`config.mk`:
```
export PLATFORM = sky130hd
export DESIGN_NAME = uart_tx
export DESIGN_NICKNAME = d
export VERILOG_FILES = /design/src/rtl/uart_tx.sv
export SDC_FILE = /design/constraint.sdc
export NUM_CORES = 1
export LEC_CHECK = 0
export ABC_AREA = 1
export BUFFER_PORTS_ARGS = -buffer_cell sky130_fd_sc_hd__buf_2
export CAP_MARGIN = 20
export CORE_MARGIN = 3
export CORE_UTILIZATION = 50
export CTS_CLUSTER_DIAMETER = 150
export DETAILED_ROUTE_END_ITERATION = 6
export PLACE_DENSITY = 0.7
export SKIP_CTS_REPAIR_TIMING = 1
export SLEW_MARGIN = 10
export SYNTH_ARGS = -nofsm -noshare
export SYNTH_HDL_FRONTEND = slang
export SYNTH_SLANG_ARGS = --single-unit
```
`constraint.sdc`:
```
create_clock -name i_Clock -period 1.7 [get_ports i_Clock]
set_input_delay 0.17 -clock i_Clock [delete_from_list [all_inputs] [get_ports i_Clock]]
set_output_delay 0.17 -clock i_Clock [all_outputs]
set_load 0.01 [all_outputs]
```
`src/rtl/uart_tx.sv`:
```
// uart_tx: 8N1 serial transmitter with a one-byte holding register in front of the shifter.
// Define UART_TX_PARITY_EN to insert an even-parity bit between the data bits and the stop bit.
module uart_tx #(
   parameter int CLKS_PER_BIT = 50
) (
   input  logic       i_Clock,
   input  logic       reset_n,
   input  logic       i_Tx_DV,
   input  logic [7:0] i_Tx_Byte,
   output logic       o_Tx_Ready,
   output logic       o_Tx_Active,
   output logic       o_Tx_Serial,
   output logic       o_Tx_Done,
   output logic [2:0] o_Tx_State
);

   localparam logic [15:0] LAST_CNT = 16'(CLKS_PER_BIT - 1);

   typedef enum logic [2:0] {
      S_IDLE   = 3'd0,
      S_START  = 3'd1,
      S_DATA   = 3'd2,
      S_PARITY = 3'd3,
      S_STOP   = 3'd4
   } state_t;

   state_t      state_q;
   logic [7:0]  hold_q, hold_d;
   logic        full_q, full_d;
   logic        ready_q;
   logic [7:0]  shift_q;
   logic [15:0] cnt_q;
   logic [2:0]  idx_q;
   logic [2:0]  idx_nxt;
   logic        active_q, serial_q, done_q;
   logic        bit_end;
   logic        drain;

   // Handshake: i_Tx_DV is a write strobe qualified by o_Tx_Ready. A byte transfers on any
   // rising edge where both are 1; a strobe while o_Tx_Ready=0 is dropped without effect.
   assign bit_end = (cnt_q == LAST_CNT);
   assign idx_nxt = idx_q + 3'd1;
   assign drain   = full_q && ((state_q == S_IDLE) || ((state_q == S_STOP) && bit_end));

   // The drain and an accepted write never coincide: draining implies full, hence not ready.
   always_comb begin
      hold_d = hold_q;
      full_d = full_q;
      if (drain) begin
         full_d = 1'b0;
      end else if (i_Tx_DV && ready_q) begin
         full_d = 1'b1;
         hold_d = i_Tx_Byte;
      end
   end

   always_ff @(posedge i_Clock or negedge reset_n) begin
      if (!reset_n) begin
         hold_q  <= 8'd0;
         full_q  <= 1'b0;
         ready_q <= 1'b1;
      end else begin
         hold_q  <= hold_d;
         full_q  <= full_d;
         ready_q <= !full_d;
      end
   end

   always_ff @(posedge i_Clock or negedge reset_n) begin
      if (!reset_n) begin
         state_q  <= S_IDLE;
         shift_q  <= 8'd0;
         cnt_q    <= 16'd0;
         idx_q    <= 3'd0;
         active_q <= 1'b0;
         serial_q <= 1'b1;
         done_q   <= 1'b0;
      end else begin
         done_q <= 1'b0;
         case (state_q)
            S_IDLE: begin
               cnt_q    <= 16'd0;
               serial_q <= 1'b1;
               active_q <= 1'b0;
               if (full_q) begin
                  shift_q  <= hold_q;
                  serial_q <= 1'b0;
                  active_q <= 1'b1;
                  state_q  <= S_START;
               end
            end
            S_START: begin
               if (bit_end) begin
                  cnt_q    <= 16'd0;
                  idx_q    <= 3'd0;
                  serial_q <= shift_q[0];
                  state_q  <= S_DATA;
               end else begin
                  cnt_q <= cnt_q + 16'd1;
               end
            end
            S_DATA: begin
               if (bit_end) begin
                  cnt_q <= 16'd0;
                  if (idx_q == 3'd7) begin
`ifdef UART_TX_PARITY_EN
                     serial_q <= ^shift_q;
                     state_q  <= S_PARITY;
`else
                     serial_q <= 1'b1;
                     state_q  <= S_STOP;
`endif
                  end else begin
                     idx_q    <= idx_nxt;
                     serial_q <= shift_q[idx_nxt];
                  end
               end else begin
                  cnt_q <= cnt_q + 16'd1;
               end
            end
`ifdef UART_TX_PARITY_EN
            S_PARITY: begin
               if (bit_end) begin
                  cnt_q    <= 16'd0;
                  serial_q <= 1'b1;
                  state_q  <= S_STOP;
               end else begin
                  cnt_q <= cnt_q + 16'd1;
               end
            end
`endif
            S_STOP: begin
               if (bit_end) begin
                  cnt_q  <= 16'd0;
                  done_q <= 1'b1;
                  // A queued byte starts its start bit right away so streaming has no gap.
                  if (full_q) begin
                     shift_q  <= hold_q;
                     serial_q <= 1'b0;
                     state_q  <= S_START;
                  end else begin
                     serial_q <= 1'b1;
                     active_q <= 1'b0;
                     state_q  <= S_IDLE;
                  end
               end else begin
                  cnt_q <= cnt_q + 16'd1;
               end
            end
            default: begin
               serial_q <= 1'b1;
               active_q <= 1'b0;
               cnt_q    <= 16'd0;
               state_q  <= S_IDLE;
            end
         endcase
      end
   end

   assign o_Tx_Ready  = ready_q;
   assign o_Tx_Active = active_q;
   assign o_Tx_Serial = serial_q;
   assign o_Tx_Done   = done_q;
   assign o_Tx_State  = state_q;

endmodule

```
==> impl_metrics.ini <==
[status]
outcome = finished clean

[sta]
fmax_mhz = 616.5
period_share = 0.9542
slew_viol_final = 0
finalHoldViolations = 0
fin_crit_ns = 1.622
skew_ns = 0.007307
rsz0062_at_grt = yes
worst_pin_slew_ns = 0.5257
relSlewSlack = 0.6495
setup_viol_count_final = 0

[setup_path]
critPathMaxFanout = 10
slowest_stage = dfrtp_1
crit_required_ns = 1.90
endpoint_kind = flip-flop
cp-start-kind = flip-flop
slowest_delay_ns = 0.43
crit_chain = nor2_1, nand2_1, nand3_1, clkinv_1, nor3b_1
worstSetupPathType = flip-flop to flip-flop
crit_arrival_ns = 1.82

[detailed_routing]
first_iter_violations = 155
routed_wl_mm = 4.527
first_pass_iters = 6
avgRoutedWirePerCell_um = 12.44
drtAntennaViolNets = 0
via_per_inst = 5.148
drcViolationCount = 0
num_vias = 1874

[clock_network]
cts_tree = done
clockBufferDepth = 2
cts_buffers = 5
cts.sinks = 43
clock_latency_ns = 0.29
clk_pin_slew_ns = 0.09
cts_root_buffer = clkbuf_8
htreeDepth = 2

[layout]
area_growth_pct = 17.79
diodes = 0
fin_util = 0.6300
multiInputGateArea_um2 = 1042
n_fill_cell = 367
seqCellArea_um2 = 1079
final_nets = 328
drive_gt1_frac = 0.1911

[synth]
synth_warnings = 0
seq_area_frac_synth = 0.4901
yosysUniqueCellTypes = 23
postSynthCellCount = 275
ys_ff_latch = 43
synth.net_count = 290
synth.cell_area_um2 = 2201
avgSynthCellArea_um2 = 8.003

[floorplan]
die_x_um = 72.35
die_h_um = 72.35
initial_core_util = 0.5348
num_io_pins = 18
rows = 23
dieArea_um2 = 5234
coreArea_um2 = 4115

[placed_design]
portBuffers = 17
gp_congestion = 0.9155
hpwlAfterDp_mm = 3.216

[power]
power.total_uw = 3671
p_leak_uw = 0.001276
ir_worst_vdd_v = 0.0008719
powerDensity_nw_per_um2 = 1416

[grt]
grt_antenna_before_repair = 0
grt_pass1_vias = 1756
grt_pass1_wl_mm = 7.872
grt_max_degree = 44
grt.overflow.total = 0
grtUsageTotal = 0.1897

[hold_path]
min_path_type = input port to flip-flop

[job]
cap_violations = 0
[layer usage]
layer  track usage  share of wire
met5             0              0
met4       0.04593         0.0064
met3       0.04571          0.058
met2        0.2770           0.43
met1        0.2834           0.51
[flip-flops by register name, summed over array words and instances (netlist names)]
signal,count
cnt_q,16
full_q,1
hold_q,8
idx_q,3
o_Tx_Active,1
o_Tx_Done,1
o_Tx_Ready,1
o_Tx_Serial,1
o_Tx_State,3
shift_q,8
[power by group]
group | switching (uW) | internal, uW | total [uW]
combinational | 959 | 559 | 1520
sequential | 195 | 1330 | 1520
clock | 345 | 287 | 632
[area by class of cell]
type,count,share of cell area
well taps,50,0.02413
clock inverters,2,0.004826
inverters,37,0.05357
clock buffers,6,0.02799
repair buffers,30,0.07143
flip-flops and latches,43,0.4160
multi-input cells,196,0.4020
[cell usage after synthesis, drive strengths merged]
| cell | number | share of area |
|---|---|---|
| a21oi | 8 | 0.018 |
| buf | 1 | 0.0051 |
| clkinv | 3 | 0.0051 |
| dfrtp | 41 | 0.47 |
| dfstp | 2 | 0.024 |
| ha | 4 | 0.023 |
| inv | 34 | 0.058 |
| nand2 | 76 | 0.15 |
| nand3 | 39 | 0.097 |
| nand3b | 2 | 0.0068 |
| nand4 | 4 | 0.011 |
| nor2 | 34 | 0.060 |
| nor3 | 9 | 0.020 |
| nor3b | 3 | 0.010 |
| o21ai | 8 | 0.018 |
| xor2 | 7 | 0.028 |
[placed cells by master (no fill, tap or decap), types with 2 or more instances in the layout]
master	instances
nor2_1	30
clkbuf_8	5
nand3_2	3
buf_2	17
nand2_1	69
inv_2	2
nor3_1	8
inv_1	32
a21oi_1	8
dfstp_2	2
nand2_4	2
nor3b_1	3
o21ai_0	7
nand2_8	3
buf_4	12
nand3_1	35
xor2_1	7
nand3b_1	2
dfrtp_1	41
ha_1	3
nand4_1	4
nor2_2	3
clkinv_1	3
nand2_2	4
[through the flow]
stage	instance area, um^2	hold slack (ns)	setup WS, ns	instances	setup TNS, ns
after global placement	2405	0.2699	0.1011	350	0
final	2592	0.1048	0.07794	364	0
after CTS	2490	-0.04681	0.003409	358	0
after detailed placement	2405	0.2756	0.03678	350	0
after floorplan	2201	-0.1256	0.1416	275	0
after global routing	2592	0.1088	-0.01718	364	-0.08269
[critical path, delay by kind of cell (launching register included)]
| family | cells | cell delay [ns] |
|---|---|---|
| buf+inv | 1 | 0.29 |
| flops | 1 | 0.43 |
| simple gates | 4 | 0.81 |
[path summary, 6_finish.rpt]
path,startpoint,to,slack [ns],cells after the start
min reg2reg,shift_q[6],shift_q[6],0.48,2
max reg2reg,o_Tx_State[0],cnt_q[9],0.08,5
min,i_Tx_Byte[7],hold_q[7],0.10,3
max,o_Tx_State[0],cnt_q[9],0.08,5
max in group asynchronous,reset_n,o_Tx_Ready,0.85,3
min in group asynchronous,reset_n,o_Tx_Active,0.46,3
[cell families (layout without fill, tap and decap cells)]
kind of cell               after synthesis  count (layout)  synth area share
AOI/OAI and AO/OA                       16              16           0.03639
and+or+nand+nor                        167             169            0.3547
buffers and inverters                   38              75           0.06822
xor gates and xnor gates                 7               7           0.02786
DFF                                     43              43            0.4900
adders and majority gates                4               4           0.02274
No activity file was read; power rests on OpenSTA's default activity.
